--- config.mk ---
export PLATFORM = sky130hd
export DESIGN_NAME = pulse_scheduler
export DESIGN_NICKNAME = d
export VERILOG_FILES = /design/src/rtl/pulse_scheduler_pkg.sv /design/src/rtl/pulse_scheduler_rr_arbiter.sv /design/src/rtl/pulse_scheduler.sv
export SDC_FILE = /design/constraint.sdc
export NUM_CORES = 1
export LEC_CHECK = 0
export ABC_AREA = 1
export BUFFER_PORTS_ARGS = -buffer_cell sky130_fd_sc_hd__buf_2
export CAP_MARGIN = 40
export CORE_MARGIN = 5
export CORE_UTILIZATION = 45
export DETAILED_ROUTE_END_ITERATION = 10
export PLACE_DENSITY_LB_ADDON = 0.2
export REMOVE_ABC_BUFFERS = 1
export SETUP_SLACK_MARGIN = 0.15
export SYNTH_ARGS = -nofsm -noshare
export SYNTH_HDL_FRONTEND = slang
export SYNTH_SLANG_ARGS = --single-unit
--- constraint.sdc ---
create_clock -name clock -period 4.3 [get_ports clock]
set_input_delay 0.43 -clock clock [delete_from_list [all_inputs] [get_ports clock]]
set_output_delay 0.43 -clock clock [all_outputs]
set_load 0.01 [all_outputs]
--- src/rtl/pulse_scheduler_pkg.sv ---
// pulse_scheduler_pkg: shared state encodings and default sizes for the pulse scheduler.
package pulse_scheduler_pkg;
    typedef logic [1:0] state_t;
    localparam state_t IDLE = 2'd0;
    localparam state_t HIGH = 2'd1;
    localparam state_t LOW  = 2'd2;
    localparam int N_REQ_DEF = 4;
    localparam int CW_DEF    = 8;
    localparam int RW_DEF    = 4;
endpackage

--- src/rtl/pulse_scheduler_rr_arbiter.sv ---
// rr_arbiter: one-hot winner scanning upward from pointer with wrap.
// PULSE_SCHED_FIXED_PRIO_EN switches to fixed priority (lowest index wins).
module rr_arbiter #(
    parameter int N_REQ = 4,
    parameter int PW = (N_REQ > 1) ? $clog2(N_REQ) : 1
) (
    input  logic [N_REQ-1:0] req,
    input  logic [PW-1:0]    pointer,
    input  logic             enable,
    output logic [N_REQ-1:0] winner,
    output logic             valid
);
`ifdef PULSE_SCHED_FIXED_PRIO_EN
    logic unused_pointer;
    assign unused_pointer = ^pointer;
    always_comb begin
        winner = '0;
        for (int i = 0; i < N_REQ; i++)
            if (enable && !(|winner) && req[i]) winner[i] = 1'b1;
    end
`else
    always_comb begin
        winner = '0;
        for (int i = 0; i < N_REQ; i++)
            if (enable && !(|winner) && req[(int'(pointer) + i) % N_REQ])
                winner[(int'(pointer) + i) % N_REQ] = 1'b1;
    end
`endif
    assign valid = |winner;
endmodule

--- src/rtl/pulse_scheduler.sv ---
// pulse_scheduler: arbitrates N_REQ requesters onto one shared pulse-train generator.
// Define PULSE_SCHED_FIXED_PRIO_EN for fixed-priority arbitration instead of round-robin.
module pulse_scheduler
    import pulse_scheduler_pkg::*;
#(
    parameter int N_REQ = N_REQ_DEF,
    parameter int CW    = CW_DEF,
    parameter int RW    = RW_DEF
) (
    input  logic               clock,
    input  logic               reset,
    input  logic [N_REQ-1:0]   req,
    input  logic [N_REQ*CW-1:0] high_len,
    input  logic [N_REQ*CW-1:0] low_len,
    input  logic [N_REQ*RW-1:0] rep_cnt,
    output logic [N_REQ-1:0]   grant,
    output logic [N_REQ-1:0]   done,
    output logic               signal,
    output logic               busy
);
    localparam int PW = (N_REQ > 1) ? $clog2(N_REQ) : 1;
    state_t state;
    logic [PW-1:0] ptr, idx, win_idx, next_ptr;
    logic [CW-1:0] h, l, cnt, hs, ls;
    logic [RW-1:0] rc, rs;
    logic [N_REQ-1:0] winner;
    logic valid;

    rr_arbiter #(.N_REQ(N_REQ), .PW(PW)) u_arb (
        .req(req), .pointer(ptr), .enable(state == IDLE), .winner(winner), .valid(valid)
    );

    always_comb begin
        win_idx = '0;
        for (int i = 0; i < N_REQ; i++)
            if (winner[i]) win_idx = PW'(i);
    end

    // zero-length fields behave as length one
    assign hs = (high_len[int'(win_idx)*CW +: CW] == '0) ? CW'(1) : high_len[int'(win_idx)*CW +: CW];
    assign ls = (low_len[int'(win_idx)*CW +: CW] == '0) ? CW'(1) : low_len[int'(win_idx)*CW +: CW];
    assign rs = (rep_cnt[int'(win_idx)*RW +: RW] == '0) ? RW'(1) : rep_cnt[int'(win_idx)*RW +: RW];
`ifdef PULSE_SCHED_FIXED_PRIO_EN
    assign next_ptr = '0;
`else
    assign next_ptr = (idx == PW'(N_REQ-1)) ? '0 : idx + 1'b1;
`endif
    assign busy = |grant;

    always_ff @(posedge clock or posedge reset) begin
        if (reset) begin
            state  <= IDLE;
            grant  <= '0;
            done   <= '0;
            signal <= 1'b0;
            ptr    <= '0;
            idx    <= '0;
            h      <= '0;
            l      <= '0;
            cnt    <= '0;
            rc     <= '0;
        end else begin
            done <= '0;
            if (state == IDLE) begin
                if (valid) begin
                    state  <= HIGH;
                    grant  <= winner;
                    signal <= 1'b1;
                    idx    <= win_idx;
                    h      <= hs;
                    l      <= ls;
                    cnt    <= hs;
                    rc     <= rs;
                end
            end else if (!(|(req & grant))) begin
                state  <= IDLE;
                grant  <= '0;
                signal <= 1'b0;
                ptr    <= next_ptr;
            end else if (cnt != CW'(1)) begin
                cnt <= cnt - 1'b1;
            end else if (state == HIGH) begin
                state  <= LOW;
                signal <= 1'b0;
                cnt    <= l;
            end else if (rc != RW'(1)) begin
                state  <= HIGH;
                signal <= 1'b1;
                cnt    <= h;
                rc     <= rc - 1'b1;
            end else begin
                state <= IDLE;
                grant <= '0;
                done  <= grant;
                ptr   <= next_ptr;
            end
        end
    end
endmodule

Word-level counts from Yosys, hierarchy flattened
Index checks and enable logic that the tools add are counted.
{"block": "word_totals", "ff_bits": 43, "latchBits": 0, "mem_bits_rw": 0, "romBits": 0, "inputBits": 86, "output_inout_bits": 10, "word_cells": 155, "memories": 0}
{"block": "op_classes", "add_sub_neg": 6, "n_mul": 0, "div_mod_pow": 0, "magnitude_cmp": 8, "n_eq_ne": 14, "shift": 3, "n_mux": 69, "n_bitwise": 8, "reduce_logical": 37}
{"op": "$mux W4", "n": 22}
{"op": "$mux W8", "n": 8}
{"op": "$shiftx A32 B6 Y8", "n": 2}
{"op": "$mux W2", "n": 12}
{"op": "$reduce_or A4 Y1", "n": 6}
{"op": "$mux W1", "n": 19}
{"op": "$logic_not A8 Y1", "n": 2}
{"op": "$shiftx A16 B5 Y4", "n": 1}
{"op": "$lt A3 B4 Y1 const B", "n": 3}
{"op": "$or A4 B4 Y4", "n": 3}
{"op": "$logic_and A1 B1 Y1", "n": 11}
{"op": "$ge A3 B1 Y1 const B", "n": 3}
{"op": "$ne A3 B2 Y1 const B", "n": 3}
{"op": "$bmux W1 S2", "n": 4}
{"op": "$demux W1 S2", "n": 4}
{"op": "$ne A2 B2 Y1 const B", "n": 4}
{"op": "$ne A4 B1 Y1 const B", "n": 2}
{"op": "$ne A8 B1 Y1 const B", "n": 1}
{"op": "$reduce_and A4 Y1", "n": 2}
{"op": "$sub A8 B1 Y8 const B", "n": 1}
{"op": "$reduce_and A3 Y1", "n": 2}
{"op": "$reduce_or A2 Y1", "n": 3}
{"op": "$reduce_and A5 Y1", "n": 1}
{"op": "$add A2 B1 Y2 const B", "n": 2}
{"op": "16 further kinds", "n": 24}

Longest topological paths before layout
Gate-level depths: netlist of the first run.
{"block": "logic_depth", "depth_word": 28, "depth_mapped": 29, "mapped_depth_nobuf": 27}

Modules after synthesis
Synthesis of the first run repeated with hierarchy kept, for this count alone.
{"block": "hier_totals", "cells_unflattened": 557, "area_unflattened_um2": 3662.3}
{"mod": "pulse_scheduler", "instances": 1, "cells_each": 473, "area_each_um2": 3169.3, "seq_area_each_um2": 1076.0}
{"mod": "rr_arbiter", "instances": 1, "cells_each": 84, "area_each_um2": 493.0, "seq_area_each_um2": 0.0}

Worst setup path after synthesis of the first run
Ideal clock, no wire load.
{"block": "synth_path", "kind": "reg2reg", "from": "register ptr[0]", "to": "register cnt[0]", "setup_ns": 0.117, "t_arrival_ns": 2.900, "t_required_ns": 4.183, "path_slack_ns": 1.284, "stages_incl_launch_ff": 29, "path_buffers": 2, "synth_period_minus_slack_ns": 3.016, "cell_sequence": "dfrtp_1 buf_6 inv_4 ha_1 o211ai_1 nand3_1 nor2_4 nand3_1 nand2_1 nor2_1 nand3_2 nand3_1 nor2_2 nand3_1 nand2_2 inv_4 nand2_4 nand2_4 buf_6 nand2_1 nand2_1 nand2_1 inv_2 nand2_1 nor2_1 nand2_1 nand3_1 nand2_1 nand2_1"}
{"block": "synth_between", "elab_chain_len": 28, "word_cells_on_any_way": 71, "cone_classes": "3 x add/sub; 8 x order compare; 1 x eq/ne; 1 x shift; 29 x mux; 6 x bitwise; 23 x reduce/logical"}
{"item": "start: declaration", "line_no": "pulse_scheduler.sv:23", "source": "logic [PW-1:0] ptr, idx, win_idx, next_ptr;"}
{"item": "start signal: assignment", "line_no": "pulse_scheduler.sv:79", "source": "ptr <= next_ptr;"}
{"item": "start signal: assignment", "line_no": "pulse_scheduler.sv:95", "source": "ptr <= next_ptr;"}
{"item": "branches (longest 19 deep; another with $lt A3 B4 Y1)"}
{"item": "$mux W4 (*)", "line_no": "pulse_scheduler_rr_arbiter.sv:25", "source": "if (enable && !(|winner) && req[(int'(pointer) + i) % N_REQ])"}
{"item": "$mux W1", "line_no": "pulse_scheduler.sv:36", "source": "if (winner[i]) win_idx = PW'(i);"}
{"item": "$mux W2 (2 in series)", "line_no": "pulse_scheduler.sv:36"}
{"item": "$shiftx A32 B6 Y8", "line_no": "pulse_scheduler.sv:40", "source": "assign hs = (high_len[int'(win_idx)*CW +: CW] == '0) ? CW'(1) : high_len[int'(win_idx)*CW +: CW];"}
{"item": "$logic_not A8 Y1", "line_no": "pulse_scheduler.sv:40"}
{"item": "$mux W8", "line_no": "pulse_scheduler.sv:40"}
{"item": "$mux W8", "line_no": "pulse_scheduler.sv:65", "source": "if (valid) begin"}
{"item": "$mux W8", "line_no": "pulse_scheduler.sv:64", "source": "if (state == IDLE) begin"}
{"item": "end signal: assignment", "line_no": "pulse_scheduler.sv:72", "source": "cnt <= hs;"}
{"item": "end signal: assignment", "line_no": "pulse_scheduler.sv:81", "source": "cnt <= cnt - 1'b1;"}
{"item": "end signal: assignment", "line_no": "pulse_scheduler.sv:85", "source": "cnt <= l;"}
{"item": "end: declaration", "line_no": "pulse_scheduler.sv:24", "source": "logic [CW-1:0] h, l, cnt, hs, ls;"}
Mark *: on every way between the ends. The select of a mux whose other input is x is not followed.
A chain may end at the register's enable or synchronous reset.

Final worst setup path of the first run
{"block": "layout_path", "from": "register ptr[0]", "to": "register rc[1]"}
{"block": "layout_between", "elab_chain_len": 28, "word_cells_on_any_way": 71, "cone_classes": "3 x add/sub; 8 x order compare; 1 x eq/ne; 1 x shift; 29 x mux; 6 x bitwise; 23 x reduce/logical"}
{"item": "branches (longest 19 deep; another with $lt A3 B4 Y1)"}
{"item": "$mux W4 (*)", "line_no": "pulse_scheduler_rr_arbiter.sv:25"}
{"item": "$mux W1", "line_no": "pulse_scheduler.sv:36"}
{"item": "$mux W2 (2 in series)", "line_no": "pulse_scheduler.sv:36"}
{"item": "$shiftx A16 B5 Y4", "line_no": "pulse_scheduler.sv:42", "source": "assign rs = (rep_cnt[int'(win_idx)*RW +: RW] == '0) ? RW'(1) : rep_cnt[int'(win_idx)*RW +: RW];"}
{"item": "$logic_not A4 Y1", "line_no": "pulse_scheduler.sv:42"}
{"item": "$mux W4", "line_no": "pulse_scheduler.sv:42"}
{"item": "$mux W4", "line_no": "pulse_scheduler.sv:65"}
{"item": "$mux W4", "line_no": "pulse_scheduler.sv:64"}
{"item": "end signal: assignment", "line_no": "pulse_scheduler.sv:73", "source": "rc <= rs;"}
{"item": "end signal: assignment", "line_no": "pulse_scheduler.sv:90", "source": "rc <= rc - 1'b1;"}
{"item": "end: declaration", "line_no": "pulse_scheduler.sv:25", "source": "logic [RW-1:0] rc, rs;"}
Marks and branches as above.

==> results.json, run 1 <==
{
  "status": "completed",
  "hold_buffers": 0,
  "final_layout_size_suffix_gt1_share_pct": 25.2,
  "rrSetupSlack_ns": 0.60,
  "power_density_mw_per_mm2": 994,
  "place.gp.congestion": 0.937,
  "routed_via_density": 5.18,
  "setup_viol": 0,
  "clock_skew_ns": 0.00985,
  "grt_start_max_net_pins": 44,
  "top_layer": "met4",
  "die_w_um": 99.1,
  "synth_cells": 541,
  "worstMarginPinSlew_ns": 0.630,
  "finalCriticalPeriod_ns": 3.70,
  "ys_top_cells_by_area": "dfrtp_1 (30%), nand2_1 (15%), nor2_1 (7.8%)",
  "start_util_pct": 46.2,
  "dieArea_mm2": 0.00982,
  "grt_pass1_wl_um": 17300,
  "route.detailed.drc": 0,
  "yosys.area_share.adder_pct": 4.56,
  "synth_xor_area_share_pct": 0.491,
  "timing.hold.ws_ns": 0.265,
  "clk_path_buf_depth": 2,
  "ys_seq_area_share_pct": 30.1,
  "path_depth": 21,
  "cts_inserted_buffers": 5,
  "drt-met1-wl_um": 4980,
  "placedCellCount": 723,
  "ys_seq_elements": 43,
  "diodes": 0,
  "finalHoldViolations": 0,
  "grt_pass1_vias": 3681,
  "preCtsSetupSlack_ns": 0.473,
  "synth_area_per_cell_um2": 6.60,
  "wire_per_inst_um": 14.6,
  "place_hpwl_um": 8280,
  "rows": 32,
  "nets": 729,
  "area_growth_pct": 17.0,
  "post_dp_cell_area_mm2": 0.00407,
  "cts_tree": "done",
  "synth_top_family_by_area": "simple AND/OR/NAND/NOR gates",
  "htreeDepth": 2,
  "worstPathArrival_ns": 3.88,
  "worst_r2r_path_depth": 21,
  "post-route-period-util_pct": 86.0,
  "power_mw": 4.15,
  "synth_mux_area_share_pct": 1.26,
  "fmax_mhz": 270,
  "cts_sinks": 43,
  "ant_nets": 0,
  "drt-initial-drc-count": 291,
  "crit_buf_inv": 3,
  "r2r_end": "rc[1]$_DFFE_PP0P_",
  "clk_latency_ns": 0.30,
  "finalSetupTns_ns": 0,
  "crit_path_cell_trace": "inv_4 -> ha_1 -> o211ai_1 -> nand3_1 -> nor2_4 -> nand3_1 -> nand2_1 -> nor2_1 -> nand3_2 -> nand3_1 -> nor2_2 -> nand3_1 -> nand2_4 -> inv_1 -> nand2_2 -> nor2_4 -> buf_4 -> nand2_1 -> o21ai_0 -> a31oi_1 -> a21oi_1",
  "synthesis.area_mm2": 0.00357,
  "crit_top_cell": "nand3_1",
  "peakVddDrop_mv": 0.550,
  "max-cap-violations": 0,
  "yosysTopAreaCell": "dfrtp_1",
  "vias": 3799,
  "synthSimpleGateAreaFrac_pct": 38.1,
  "fp.dieH_um": 99.1,
  "rr_startpoint": "ptr[0]$_DFFE_PP0P_",
  "gr-total-overflow": 0,
  "routed_wl_um": 10700,
  "port_buffers": 95,
  "cts-root-buf": "clkbuf_8",
  "hp-class": "input port to asynchronous set/reset pin",
  "cp_slowest_cell": "dfrtp_1",
  "gr-usage-all-layers_pct": 21.4,
  "final-max-slew-violation-count": 0,
  "cp-end-kind": "flop",
  "worstSetupStartpointType": "flop",
  "wl_met2_um": 5110,
  "critPathMaxFanout": 30,
  "required_ns": 4.48,
  "ys_types": 44,
  "fin_ws_ns": 0.601,
  "slowest_delay_ns": 0.62,
  "slew_headroom_pct": 57.8,
  "synth_compound_area_share_pct": 13.9,
  "final_cells": 733,
  "synth_top_area_share_pct": 30.1,
  "post-route-util_pct": 54.1,
  "coreArea_mm2": 0.00773,
  "crit_type": "flop to flop",
  "leakage_nw": 2.21,
  "rsz0062_at_grt": "false",
  "yosysWarnings": 0,
  "clk_pin_slew_ns": 0.09,
  "wl_met3_um": 471,
  "cpLargestDelayFamily": "simple AND/OR/NAND/NOR gates",
  "antenna_found_initial": 0,
  "io_pins": 96,
  "postLayoutCellArea_mm2": 0.00418,
  "dr.pass1.iters": 6
}
worst register-to-register path: stages (launching register included):
cell	delay [ns]
dfrtp_1	0.62
inv_4	0.10
ha_1	0.36
o211ai_1	0.11
nand3_1	0.14
nor2_4	0.17
nand3_1	0.09
nand2_1	0.13
nor2_1	0.08
nand3_2	0.07
nand3_1	0.11
nor2_2	0.20
nand3_1	0.15
nand2_4	0.17
inv_1	0.11
nand2_2	0.16
nor2_4	0.05
buf_4	0.21
nand2_1	0.24
o21ai_0	0.13
a31oi_1	0.15
a21oi_1	0.05
layer usage:
| metal | GRT usage, % | up-vias |
|---|---|---|
| li1 | - | 1907 |
| met4 | 5.36 | 0 |
| met2 | 34.7 | 121 |
| met1 | 31.0 | 1756 |
| met3 | 1.63 | 15 |
| met5 | 0 | - |
cell usage in the layout (no fill, tap or decap), types with 4 or more instances in the layout:
master	n
ha_1	13
nor2_2	5
o21ai_1	8
nand3_1	25
o22ai_1	7
o21ai_0	36
mux2_2	4
nand4_1	12
buf_4	5
or2_2	6
buf_2	95
nor3_1	7
inv_1	61
inv_2	10
dfrtp_1	43
nor2_1	74
nand2_2	8
nand2_1	139
nand3b_1	5
clkbuf_8	5
a21oi_1	18
nor2_4	4
layout make-up:
class,instances,area [um2]
Clock buffer,5,68.8
Clock inverter,3,15.0
Fill cell,790,3550
Inverter,75,289
Multi-Input combinational cell,405,2090
Sequential cell,43,1080
Tap cell,102,128
Timing Repair Buffer,100,513
synth_stat cells, drive strengths merged:
| cell | instances |
|---|---|
| nand2 | 151 |
| nor2 | 83 |
| inv | 74 |
| o21ai | 44 |
| dfrtp | 43 |
| nand3 | 28 |
| a21oi | 19 |
| buf | 15 |
| ha | 13 |
| nand4 | 12 |
| or2 | 9 |
| nor3 | 8 |
| o22ai | 7 |
| nand3b | 5 |
| mux2 | 4 |
| o31ai | 4 |
| a31oi | 3 |
| clkbuf | 3 |
| o211ai | 3 |
| a211oi | 2 |
| nor4 | 2 |
| o32ai | 2 |
| xor2 | 2 |
| a31o | 1 |
| and2 | 1 |
| clkinv | 1 |
| o21bai | 1 |
| o311ai | 1 |
worst max-delay path by stage:
| stage | startpoint | endpoint | slack, ns |
|---|---|---|---|
| global route | ptr[0]$_DFFE_PP0P_ | h[0]$_DFFE_PP0P_ | 0.27 |
| detailed placement | ptr[0]$_DFFE_PP0P_ | rc[0]$_DFFE_PP0P_ | 0.47 |
| global placement | ptr[0]$_DFFE_PP0P_ | l[0]$_DFFE_PP0P_ | 0.68 |
| floorplan | state[0]$_DFFE_PP0P_ | cnt[5]$_DFFE_PP0P_ | 0.62 |
| CTS | ptr[0]$_DFFE_PP0P_ | rc[0]$_DFFE_PP0P_ | 0.45 |
| finish | ptr[0]$_DFFE_PP0P_ | rc[1]$_DFFE_PP0P_ | 0.60 |
logic make-up after synthesis:
logic type                 after synthesis
buffers and inverters                   93
DFF                                     43
adders and majority gates               13
AOI/OAI and AO/OA                       87
and+or+nand+nor                        299
muxes                                    4
xor gates and xnor gates                 2
state kept, by name (all words and copies together), names as in the netlist:
name	flops
idx	2
ptr	2
cnt	8
done	4
grant	4
signal	1
h	8
l	8
state	2
rc	4
power breakdown:
part,internal (mW),switching [mW]
sequential,0.630,0.148
combinational,1.01,2.11
clock,0.111,0.143
what timing repair did:
item / 4_1_cts / 5_1_grt
endpoints found under the setup margin: 0 / 9
buffers inserted: 0 / 2
gates resized for setup: 0 / 3
Note: power is estimated with default switching activity, not from simulation.
==> run 2: changes to the inputs <==
- REMOVE_ABC_BUFFERS: 1 -> not set
==> results.json, run 2 (synthesis gave the netlist of run 1 again) <==
{
  "crit_type": "flop to flop",
  "worst_r2r_path_depth": 21,
  "seqCellArea_mm2": 0.00108,
  "hp-class": "input port to asynchronous set/reset pin",
  "max-cap-violations": 0,
  "gr-total-overflow": 0,
  "dr.pass1.iters": 5,
  "cpLargestDelayFamily": "simple AND/OR/NAND/NOR gates",
  "leakage_nw": 2.19,
  "peakVddDrop_mv": 0.468,
  "coreArea_mm2": 0.00773,
  "worstSetupStartpointType": "flop",
  "fill_cells": 798,
  "grt_pass1_wl_um": 16900,
  "r2r_end": "l[0]$_DFFE_PP0P_",
  "p_int_mw": 1.73,
  "grt_start_max_net_pins": 44,
  "power_frac_clock_pct": 6.4,
  "route.detailed.drc": 0,
  "routed_via_density": 5.11,
  "seqPwrFrac_pct": 19.2,
  "fmax_mhz": 263,
  "status": "completed",
  "rsz0062_at_grt": "false",
  "slowest_delay_ns": 0.48,
  "start_util_pct": 46.2,
  "post-route-period-util_pct": 88.5,
  "diodes": 0,
  "cts-root-buf": "clkbuf_8",
  "final-max-slew-violation-count": 0,
  "clk_path_buf_depth": 2,
  "antenna_found_initial": 0,
  "place_hpwl_um": 8090,
  "fin_ws_ns": 0.493,
  "clk_pin_slew_ns": 0.09,
  "cts_tree": "done",
  "setup_viol": 0,
  "power_mw": 4.06,
  "htreeDepth": 2,
  "io_pins": 96,
  "nets": 727,
  "clock_skew_ns": 0.00781,
  "final_cells": 731,
  "place.gp.congestion": 0.856,
  "vias": 3732,
  "final_layout_size_suffix_gt1_share_pct": 25.0,
  "largest_registers": "cnt (8), h (8), l (8)",
  "multiInputGateArea_mm2": 0.00209,
  "dieArea_mm2": 0.00982,
  "cts_sinks": 43,
  "finalCriticalPeriod_ns": 3.81,
  "cp_slowest_cell": "dfrtp_1",
  "drt-initial-drc-count": 199,
  "cts_inserted_buffers": 5,
  "combPwrFrac_pct": 74.4,
  "placedCellCount": 723,
  "routed_wl_um": 10200,
  "power_density_mw_per_mm2": 976,
  "required_ns": 4.53,
  "hold_buffers": 0,
  "timing.hold.ws_ns": 0.250,
  "preCtsSetupSlack_ns": 0.511,
  "syn_nets": 640,
  "finalHoldViolations": 0,
  "p_sw_share_pct": 57.4,
  "fp.dieH_um": 99.1,
  "power_switching_mw": 2.33,
  "port_buffers": 95,
  "gr-usage-all-layers_pct": 20.8,
  "slew_headroom_pct": 60.8,
  "ant_nets": 0,
  "rrSetupSlack_ns": 0.49,
  "cp-end-kind": "flop",
  "area_growth_pct": 16.6,
  "wire_per_inst_um": 13.9,
  "worstMarginPinSlew_ns": 0.587,
  "rows": 32,
  "die_w_um": 99.1,
  "final_cell_mix": "nand2_1 (139), buf_2 (95), nor2_1 (74), inv_1 (61), dfrtp_1 (42)",
  "worstPathArrival_ns": 4.03,
  "grt_pass1_vias": 3604,
  "rr_startpoint": "ptr[1]$_DFFE_PP0P_",
  "finalSetupTns_ns": 0,
  "crit_path_cell_trace": "inv_1 -> ha_1 -> inv_1 -> nand2_1 -> nand3_1 -> nor2_4 -> nand3_1 -> nand2_1 -> nor2_2 -> nand4_1 -> nand2_1 -> nor2_2 -> nand3_1 -> nand2_2 -> nor2_4 -> nand2_2 -> nor2_4 -> buf_4 -> inv_1 -> and2_1 -> a21oi_1",
  "final_common_cell": "nand2_1",
  "critPathMaxFanout": 28,
  "clk_latency_ns": 0.30,
  "crit_buf_inv": 4
}
[run 2: cell types whose count changed in the layout (fill, tap and decap cells not counted)]
| cell | previous run | this run |
|---|---|---|
| dfrtp_1 | 43 | 42 |
| dfrtp_2 | 0 | 1 |
| clkbuf_1 | 0 | 1 |
| buf_4 | 5 | 3 |
| inv_4 | 3 | 2 |
| clkinv_2 | 3 | 1 |
| inv_2 | 10 | 11 |
| clkinvlp_4 | 0 | 1 |
[run 2: power by group through the flow]
stage / Combinational [mW] / Clock [mW] / Sequential [mW]
final: 3.02 / 0.258 / 0.781
after global routing: 3.46 / 0.275 / 0.807
after CTS: 3.01 / 0.258 / 0.776
after detailed placement: 2.99 / 0 / 0.782
after global placement: 2.95 / 0 / 0.782
after floorplan: 2.46 / 0 / 0.746
[run 2: per-layer routing]
layer,track usage [%],wire length (um),vias up
met5,0,0,-
met4,5.99,208,0
met3,2.83,543,16
met2,32.9,4510,136
met1,29.8,4910,1665
li1,-,-,1915
[run 2: tightest hold or removal path, delay by kind of cell]
| kind | cells | cell delay (ns) |
|---|---|---|
| buffers and inverters | 3 | 0.60 |
[run 2: worst max-delay path by stage]
| stage | from | end | slack, ns | cells past startpoint |
|---|---|---|---|---|
| after floorplan | ptr[0]$_DFFE_PP0P_ | cnt[0]$_DFFE_PP0P_ | 1.28 | 28 |
| after global placement | ptr[0]$_DFFE_PP0P_ | rc[0]$_DFFE_PP0P_ | 0.66 | 21 |
| after detailed placement | ptr[0]$_DFFE_PP0P_ | l[0]$_DFFE_PP0P_ | 0.51 | 21 |
| after CTS | ptr[0]$_DFFE_PP0P_ | l[0]$_DFFE_PP0P_ | 0.50 | 21 |
| after global routing | ptr[1]$_DFFE_PP0P_ | cnt[0]$_DFFE_PP0P_ | 0.16 | 25 |
| final | ptr[1]$_DFFE_PP0P_ | l[0]$_DFFE_PP0P_ | 0.49 | 21 |
[run 2: repair_timing]
item                                    CTS  global route
setup buffers                             0             0
endpoints found under the setup margin    0             5
resized for setup                         0             2
[run 2: cell type report]
cell class	instances	area share, %
clock buffers	6	1.74
clock inverters	2	0.300
inverters	75	6.88
multi-input cells	405	50.2
flip-flops and latches	43	25.9
well taps	102	3.06
repair buffers	98	12.0
[run 2: metrics by stage]
stage          instance area, um2  util, %
3_3_place_gp                 4070     52.7
6_report                     4160     53.9
2_1_floorplan                3570        -
3_5_place_dp                 4070     52.7
4_1_cts                      4150     53.8
5_1_grt                      4160     53.9
